<file path="src/rtl/core_pkg.sv">
// Shared core definitions: control-bit indices, MEM-stage FSM encoding and pipeline bundles.
// Latency: n/a (types and constants only).
// Backpressure: n/a.
package core_pkg;

   // Bundle datapath width; mem_stage Width must match this value.
   localparam int XLEN = 32;

   // Bit positions inside the 6-bit controlSignal bus (bit 5, ALUSrc, is consumed in EX).
   localparam int CS_MEMTOREG = 4;
   localparam int CS_REGWRITE = 3;
   localparam int CS_MEMREAD  = 2;
   localparam int CS_MEMWRITE = 1;
   localparam int CS_BRANCH   = 0;

   typedef enum logic {
      IDLE = 1'b0,
      WAIT = 1'b1
   } mem_state_e;

   // EX/MEM pipeline register contents.
   typedef struct packed {
      logic            valid;
      logic [XLEN-1:0] alu;
      logic [XLEN-1:0] adder;
      logic [XLEN-1:0] wdata;
      logic [4:0]      rd;
      logic            memtoreg;
      logic            regwrite;
      logic            memread;
      logic            memwrite;
      logic            branch;
      logic            zero;
   } exmem_t;

   // MEM/WB pipeline register contents.
   typedef struct packed {
      logic            valid;
      logic            regwrite;
      logic            memtoreg;
      logic [XLEN-1:0] rdata;
      logic [XLEN-1:0] alu;
      logic [4:0]      rd;
   } memwb_t;

endpackage

</file>
<file path="src/rtl/mem_access_fsm.sv">
// Data-memory access sequencer: IDLE/WAIT FSM, timeout counter, dmem handshake, stall.
// Latency: request rises the cycle after capture; completes on the ack edge or after TIMEOUT WAIT cycles.
// Backpressure: stall is high in WAIT until ack (also high on the timeout cycle).
import core_pkg::*;

module mem_access_fsm #(
   parameter int Width   = 32,
   parameter int TIMEOUT = 16
) (
   input  logic             clk,
   input  logic             rst,
   input  logic             ex_valid,
   input  logic             mem_op,
   input  logic [1:0]       addr_low,
   input  logic             st_memwrite,
   input  logic [Width-1:0] st_addr,
   input  logic [Width-1:0] st_wdata,
   input  logic             dmem_ack,
   output logic             stall,
   output logic             wait_state,
   output logic             acc_done,
   output logic             acc_timeout,
   output logic             dmem_req,
   output logic             dmem_we,
   output logic [Width-1:0] dmem_addr,
   output logic [Width-1:0] dmem_wdata,
   output logic             misalign_err,
   output logic             timeout_err
);

   localparam int CW = $clog2(TIMEOUT + 1);

   mem_state_e    state_q, state_d;
   logic [CW-1:0] cnt_q, cnt_d;
   logic          mis_err_q, mis_err_d;
   logic          to_err_q, to_err_d;
   logic          start;
   logic          misalign;

   // Next state, timeout counter, sticky flags and handshake qualifiers.
   always_comb begin
      state_d     = state_q;
      cnt_d       = cnt_q;
      wait_state  = (state_q == WAIT);
      stall       = wait_state & ~dmem_ack;
      acc_done    = wait_state & dmem_ack;
      acc_timeout = stall & (cnt_q == CW'(TIMEOUT - 1));
      // A new instruction is captured whenever stall is low.
      start       = ~stall & ex_valid & mem_op & (addr_low == 2'b00);
      misalign    = ~stall & ex_valid & mem_op & (addr_low != 2'b00);
      case (state_q)
         IDLE: begin
            if (start) begin
               state_d = WAIT;
               cnt_d   = '0;
            end
         end
         WAIT: begin
            if (dmem_ack) begin
               // Completion and a back-to-back capture can share the edge.
               state_d = start ? WAIT : IDLE;
               cnt_d   = '0;
            end else if (acc_timeout) begin
               state_d = IDLE;
            end else begin
               cnt_d = cnt_q + 1'b1;
            end
         end
         default: state_d = IDLE;
      endcase
      mis_err_d = mis_err_q | misalign;
      to_err_d  = to_err_q | acc_timeout;
   end

   // State, counter and sticky error registers.
   always_ff @(posedge clk) begin
      if (rst) begin
         state_q   <= IDLE;
         cnt_q     <= '0;
         mis_err_q <= 1'b0;
         to_err_q  <= 1'b0;
      end else begin
         state_q   <= state_d;
         cnt_q     <= cnt_d;
         mis_err_q <= mis_err_d;
         to_err_q  <= to_err_d;
      end
   end

   // Request fields come straight from the held EX/MEM register, so they stay stable until ack.
   assign dmem_req     = wait_state;
   assign dmem_we      = wait_state & st_memwrite;
   assign dmem_addr    = st_addr;
   assign dmem_wdata   = st_wdata;
   assign misalign_err = mis_err_q;
   assign timeout_err  = to_err_q;

endmodule

</file>
<file path="src/rtl/mem_stage.sv">
// MEM stage: EX/MEM register, branch resolution, word load/store via mem_access_fsm, MEM/WB register.
// Latency: 1 cycle for non-memory ops; memory ops retire on the ack edge (or on timeout).
// Backpressure: stall holds upstream and the EX/MEM register while an access is outstanding.
import core_pkg::*;

module mem_stage #(
   parameter int Width   = 32,
   parameter int TIMEOUT = 16
) (
   input  logic             clk,
   input  logic             rst,
   input  logic             exValid,
   input  logic [Width-1:0] ALUResult,
   input  logic [Width-1:0] adderResult,
   input  logic [Width-1:0] ReadData2,
   input  logic [4:0]       rd0,
   input  logic [5:0]       controlSignal,
   input  logic             zero,
   output logic             stall,
   output logic             pcSrc,
   output logic [Width-1:0] branchTarget,
   output logic             flush,
   output logic             dmemReq,
   output logic             dmemWe,
   output logic [Width-1:0] dmemAddr,
   output logic [Width-1:0] dmemWdata,
   input  logic [Width-1:0] dmemRdata,
   input  logic             dmemAck,
   output logic             wbValid,
   output logic             wbRegWrite,
   output logic             wbMemToReg,
   output logic [Width-1:0] wbReadData,
   output logic [Width-1:0] wbALUResult,
   output logic [4:0]       wbRd,
   output logic             misalignErr,
   output logic             timeoutErr
);

   exmem_t ex_q, ex_d;
   memwb_t wb_q, wb_d;
   logic   wait_state;
   logic   acc_done;
   logic   acc_timeout;
   logic   ex_misalign;
   logic   retire;
   logic   unused_alusrc;

   // ALUSrc has already been consumed by the execute stage.
   assign unused_alusrc = controlSignal[5];

   mem_access_fsm #(
      .Width   (Width),
      .TIMEOUT (TIMEOUT)
   ) u_fsm (
      .clk          (clk),
      .rst          (rst),
      .ex_valid     (exValid),
      .mem_op       (controlSignal[CS_MEMREAD] | controlSignal[CS_MEMWRITE]),
      .addr_low     (ALUResult[1:0]),
      .st_memwrite  (ex_q.memwrite),
      .st_addr      (ex_q.alu),
      .st_wdata     (ex_q.wdata),
      .dmem_ack     (dmemAck),
      .stall        (stall),
      .wait_state   (wait_state),
      .acc_done     (acc_done),
      .acc_timeout  (acc_timeout),
      .dmem_req     (dmemReq),
      .dmem_we      (dmemWe),
      .dmem_addr    (dmemAddr),
      .dmem_wdata   (dmemWdata),
      .misalign_err (misalignErr),
      .timeout_err  (timeoutErr)
   );

   // EX/MEM capture; a timed-out access is dropped so it cannot retire a second time.
   always_comb begin
      ex_d = ex_q;
      if (!stall) begin
         ex_d.valid    = exValid;
         ex_d.alu      = ALUResult;
         ex_d.adder    = adderResult;
         ex_d.wdata    = ReadData2;
         ex_d.rd       = rd0;
         ex_d.memtoreg = controlSignal[CS_MEMTOREG];
         ex_d.regwrite = controlSignal[CS_REGWRITE];
         ex_d.memread  = controlSignal[CS_MEMREAD];
         ex_d.memwrite = controlSignal[CS_MEMWRITE];
         ex_d.branch   = controlSignal[CS_BRANCH];
         ex_d.zero     = zero;
      end else if (acc_timeout) begin
         ex_d.valid = 1'b0;
      end
   end

   // MEM/WB load on retire; otherwise only the valid/write-enable bits clear.
   always_comb begin
      wb_d          = wb_q;
      wb_d.valid    = 1'b0;
      wb_d.regwrite = 1'b0;
      ex_misalign   = (ex_q.memread | ex_q.memwrite) & (ex_q.alu[1:0] != 2'b00);
      // In IDLE a valid EX/MEM entry is always a non-memory or misaligned op.
      retire        = (~wait_state & ex_q.valid) | acc_done | acc_timeout;
      if (retire) begin
         wb_d.valid    = 1'b1;
         wb_d.regwrite = ex_q.regwrite & ~ex_q.branch & ~ex_q.memwrite
                         & ~ex_misalign & ~acc_timeout;
         wb_d.memtoreg = ex_q.memtoreg;
         wb_d.alu      = ex_q.alu;
         wb_d.rd       = ex_q.rd;
         if (acc_done && ex_q.memread && !ex_q.memwrite) begin
            wb_d.rdata = dmemRdata;
         end
      end
   end

   // Pipeline registers.
   always_ff @(posedge clk) begin
      if (rst) begin
         ex_q <= '0;
         wb_q <= '0;
      end else begin
         ex_q <= ex_d;
         wb_q <= wb_d;
      end
   end

   assign pcSrc        = ex_q.valid & ex_q.branch & ex_q.zero;
   assign flush        = pcSrc;
   assign branchTarget = ex_q.adder;
   assign wbValid      = wb_q.valid;
   assign wbRegWrite   = wb_q.regwrite;
   assign wbMemToReg   = wb_q.memtoreg;
   assign wbReadData   = wb_q.rdata;
   assign wbALUResult  = wb_q.alu;
   assign wbRd         = wb_q.rd;

endmodule

</file>
<file path="config.mk">
export PLATFORM = sky130hd
export DESIGN_NAME = mem_stage
export DESIGN_NICKNAME = d
export VERILOG_FILES = /design/src/rtl/core_pkg.sv /design/src/rtl/mem_access_fsm.sv /design/src/rtl/mem_stage.sv
export SDC_FILE = /design/constraint.sdc
export NUM_CORES = 1
export LEC_CHECK = 0
export CAP_MARGIN = 20
export CORE_UTILIZATION = 25
export CTS_BUF_LIST = sky130_fd_sc_hd__clkbuf_8
export DETAILED_ROUTE_END_ITERATION = 7
export SLEW_MARGIN = 30
export SYNTH_ARGS = -nofsm -noshare
export SYNTH_HDL_FRONTEND = slang
export SYNTH_HIERARCHICAL = 1
export SYNTH_SLANG_ARGS = --single-unit
</file>
<file path="constraint.sdc">
create_clock -name clk -period 5.5 [get_ports clk]
set_input_delay 0.825 -clock clk [delete_from_list [all_inputs] [get_ports clk]]
set_output_delay 0.825 -clock clk [all_outputs]
set_load 0.05 [all_outputs]
</file>
After elaboration in Yosys (flattened, before gate mapping)
Index checks and enable logic that the tools add are counted.
- flip-flop bits (word level): 188
- bits in latches: 0
- RAM bits: 0
- bits in read-only memories: 0
- word-level logic and storage cells: 77
- memories: 0
- add/sub/neg operators: 1
- $mul: 0
- div/mod/pow operators: 0
- $lt $le $gt $ge: 0
- equality and inequality tests: 4
- shifts and indexed selects: 0
- mux-type cells: 12
- bitwise logic cells: 30
- reduce and logical (&&, ||, !) cells: 9
- operator list (cell ; count):
    two-way mux 72 bit ; 1
    two-way mux 32 bit ; 1
    bitwise AND 1 bit ; 16
    two-way mux 5 bit ; 3
    case mux 5 bit (2 select lines) ; 1
    inverter 1 bit ; 8
    bitwise OR 1 bit ; 6
    adder 5 x 1 -> 5 bit, second input constant ; 1
    == test 5 x 4 -> 1 bit, second input constant ; 1
    two-way mux 1 bit ; 5
    != test 2 x 1 -> 1 bit, second input constant ; 2
    AND reduction 2 bit ; 2
    nonzero test 2 bit ; 2
    != test 3 bit, second input constant ; 1
    logical AND 1 bit ; 2
    zero test 2 bit ; 1
    case mux 1 bit (2 select lines) ; 1
    OR reduction 2 bit ; 1
    zero test 1 bit ; 1

Depth between registers and ports, before layout
- depth after elaboration: 9
- gate-level depth with buffers: 8
- mapped depth without buffers: 8

Cells and area by module
Netlist, hierarchy kept.
- by module, submodules not included (module ; instances ; cells each ; area an instance (µm²) ; seq. area each (µm²)):
    mem_stage ; 1 ; 698 ; 6952.9 ; 3603.5
    mem_access_fsm ; 1 ; 112 ; 892.1 ; 160.2

Worst setup path after synthesis
No wires, ideal clock.
- path type: input to register
- start point: input dmemAck
- end point: register ex_q (netlist bit branchTarget[25])
- library setup time: 0.117 ns
- arrival: 2.236 ns
- required time: 5.383 ns
- setup slack: 3.147 ns
- stages on the path: 7
- path buffers: 3
- cells stage by stage: nand2b_1 -> inv_1 -> buf_2 -> buf_6 -> buf_6 -> mux2i_1 -> nor2_1
- word-level cells in the longest chain between the ends: 2
- ends and longest elaborated chain (element ; line ; text):
    start, declared ; mem_stage.sv:28 ; input logic dmemAck,
    inverter 1 bit ; mem_access_fsm.sv:45 ; stall = wait_state & ~dmem_ack;
    bitwise AND 1 bit ; mem_access_fsm.sv:45 ;
    net stall ; mem_stage.sv:19 ; output logic stall,
    end signal, assigned ; mem_stage.sv:120 ; ex_q <= '0;
    end signal, assigned ; mem_stage.sv:123 ; ex_q <= ex_d;
    end, declared ; mem_stage.sv:39 ; exmem_t ex_q, ex_d;
The timed path passes the listed nets, and every way through them passes these cells.
A chain may end at the register's enable or synchronous reset.

Final worst setup path
- start point: input dmemAck
- end point: output stall
- word-level cells in the longest chain between the ends: 2
- ends and longest elaborated chain (element ; line):
    inverter 1 bit ; mem_access_fsm.sv:45
    bitwise AND 1 bit ; mem_access_fsm.sv:45
    end, declared ; mem_stage.sv:19
Every way passes these cells.

==> flow_summary.yaml <==
drt:
  drtAntennaViolNets: 0
  wirelength_um: 20200
  num_vias: 5768
  drcViolationCount: 40
  via_per_inst: 4.08
  wire_per_inst_um: 14.3
  first_iter_violations: 198
  dr.pass1.iters: 7
layout:
  nets: 1151
  regArea_um2: 3760
  multiInputGateArea_um2: 3040
  drive_gt1_share_pct: 4.22
  area_growth_pct: 39.3
  antenna_cells: 0
  fillers: 3158
sta:
  worst_slew_pin_slew_ns: 0.846
  slew_viol_final: 0
  finalHoldViolCount: 0
  setup_viol: 0
  period_share_pct: 72.1
  fin_crit_ns: 3.97
  slew_headroom_pct: 43.6
  finClkSkew_ns: 0.0164
  setup_tns_ns: 0
  fmax_mhz: 252
  rsz0062_at_grt: "no"
status:
  status: "finished with violations"
  violations: "design-rule violations"
synthesis:
  syn_avg_cell_area_um2: 9.69
  synthArstFlopShare_pct: 0
  syn_nets: 956
  ys_ff_latch: 188
  synth_edf_count: 0
  yosysUniqueCellTypes: 29
  ys.flop_type: "dfxtp_1"
  yosysSeqAreaShare_pct: 48.0
  ys_warn_count: 6
  syn-instance-count: 810
  synth_area_um2: 7850
placed_design:
  place_congestion: 0.728
  port_buffers: 317
  hpwl_um: 13900
floorplan:
  start_util_pct: 25.5
  core_area_um2: 30700
  dieArea_um2: 32100
  die_h_um: 179
  num_rows: 64
  ioPinCount: 319
  die_w_um: 179
clock_tree:
  cts_tree: "yes"
  holdBufCountCts: 0
  cts-root-buf: "clkbuf_8"
  cts_buffers: 17
  cts_buffer_depth: 2
  post_cts_resized: 0
  htree_levels: 4
  post_cts.repair.setup_buffers: 0
  clkLatencyLatePin_ns: 0.46
  clk_pin_slew_ns: 0.10
  cts_num_sinks: 188
pwr:
  p_leak_nw: 3.94
  total_power_mw: 2.89
  cellPowerDensity_nw_per_um2: 265
  vdd_ir_drop_max_uv: 126
global_routing:
  grt_pass1_vias: 5195
  track_usage_pct: 12.0
  grt_overflow_total: 0
  grt_pass1_wl_um: 29400
  antenna_found_initial: 0
  grt_start_max_net_pins: 128
worst_setup_path:
  critPathCaptureType: "output pin"
  worst_setup_path_start_kind: "primary input"
  cp_data_required_time_ns: 4.68
  worstPathArrival_ns: 3.14
  path_max_fanout: 70
  crit_type: "primary input to output pin"
flow_run:
  drv_cap: 0
hold_path:
  hold_class: "flop to flop"
-- worst paths after layout --
kind,startpoint,endpoint,slack [ns],cells after the start
max reg2reg,u_fsm/dmem_req,branchTarget[2],2.86,5
max,dmemAck,stall,1.53,4
min reg2reg,wbReadData[15],wbReadData[15],0.46,2
min,wbReadData[15],wbReadData[15],0.46,2
-- cells in the mapped netlist (all sizes together) (2+ instances only) --
cell type / count / area, um^2
mux2i: 145 / 1450
o21ai: 4 / 20.0
ha: 2 / 25.0
nor2: 112 / 420
clkbuf: 11 / 41.3
a21oi: 38 / 190
buf: 135 / 973
a311oi: 2 / 17.5
nand3b: 2 / 15.0
nand4b: 3 / 26.3
nand2: 66 / 248
inv: 8 / 30.0
and3: 2 / 12.5
nand2b: 78 / 488
and2: 2 / 12.5
dfxtp: 188 / 3760
a211oi: 3 / 35.0
-- metal layers --
layer	global-route usage (%)	up-vias	part of all wire (%)
li1	-	2921	-
met1	14.4	2663	43
met2	20.2	166	48
met3	3.94	18	7.3
met4	3.92	0	1.4
met5	0	-	0
-- where the power goes --
group          switching, mW  internal (mW)  leakage [nW]
clock network          0.557          0.343         0.183
logic                  0.304          0.233          2.21
registers             0.0335           1.42          1.55
total                  0.895           2.00          3.94
-- per-stage QoR --
stage / cells / setup slack [ns] / hold slack [ns] / utilization (%) / instance area, um^2
global placement: 1382 / 1.47 / 0.440 / 34.3 / 10600
global route: 1414 / 1.44 / 0.476 / 35.5 / 10900
detailed placement: 1382 / 1.50 / 0.446 / 34.3 / 10600
CTS: 1414 / 1.49 / 0.461 / 35.5 / 10900
floorplan: 810 / 3.15 / 0.448 / - / 7850
finish: 1414 / 1.53 / 0.458 / 35.5 / 10900
-- kinds of logic after synthesis --
| family | Yosys count | share of synthesized area (%) |
|---|---|---|
| adder cells (fa/ha/maj) | 2 | 0.319 |
| AND/OR/NAND/NOR | 271 | 16.2 |
| multiplexers | 145 | 18.5 |
| flip-flops | 188 | 48.0 |
| buffers and inverters | 154 | 13.3 |
| AO/OA/AOI/OAI | 50 | 3.68 |
-- state kept, by name, indices dropped and copies added (netlist names), 5 cells and up --
name          cells
ex_q             76
branchTarget     32
wbALUResult      32
wbReadData       32
u_fsm/cnt_q       5
wbRd              5
-- critical path, cell delays in order --
cell and delay (ns):
clkdlybuf4s50_1 0.45, nand2b_1 0.26, inv_6 0.63, clkdlybuf4s50_1 0.94
-- layout make-up --
cell class / instances / area share, %
Multi-Input combinational cell: 468 / 27.8
Timing Repair Buffer: 322 / 29.5
Tap cell: 396 / 4.54
Inverter: 8 / 0.321
Clock buffer: 18 / 2.27
Sequential cell: 188 / 34.4
Clock inverter: 14 / 1.12
-- cell usage in the layout, fill, tap and decap left out, types with 2 or more instances in the layout --
cell type,instances
inv_1,7
a21oi_1,38
nand4b_1,3
nand3b_1,2
clkbuf_8,18
ha_1,2
dfxtp_1,188
inv_6,7
a311oi_1,2
buf_4,4
a211oi_1,2
nand2_1,66
nand2b_1,78
nor2_1,112
and3_1,2
clkinvlp_4,3
o21ai_0,4
and2_1,2
inv_8,3
clkdlybuf4s50_1,316
mux2i_1,145
Note: power is estimated with default switching activity, not from simulation.
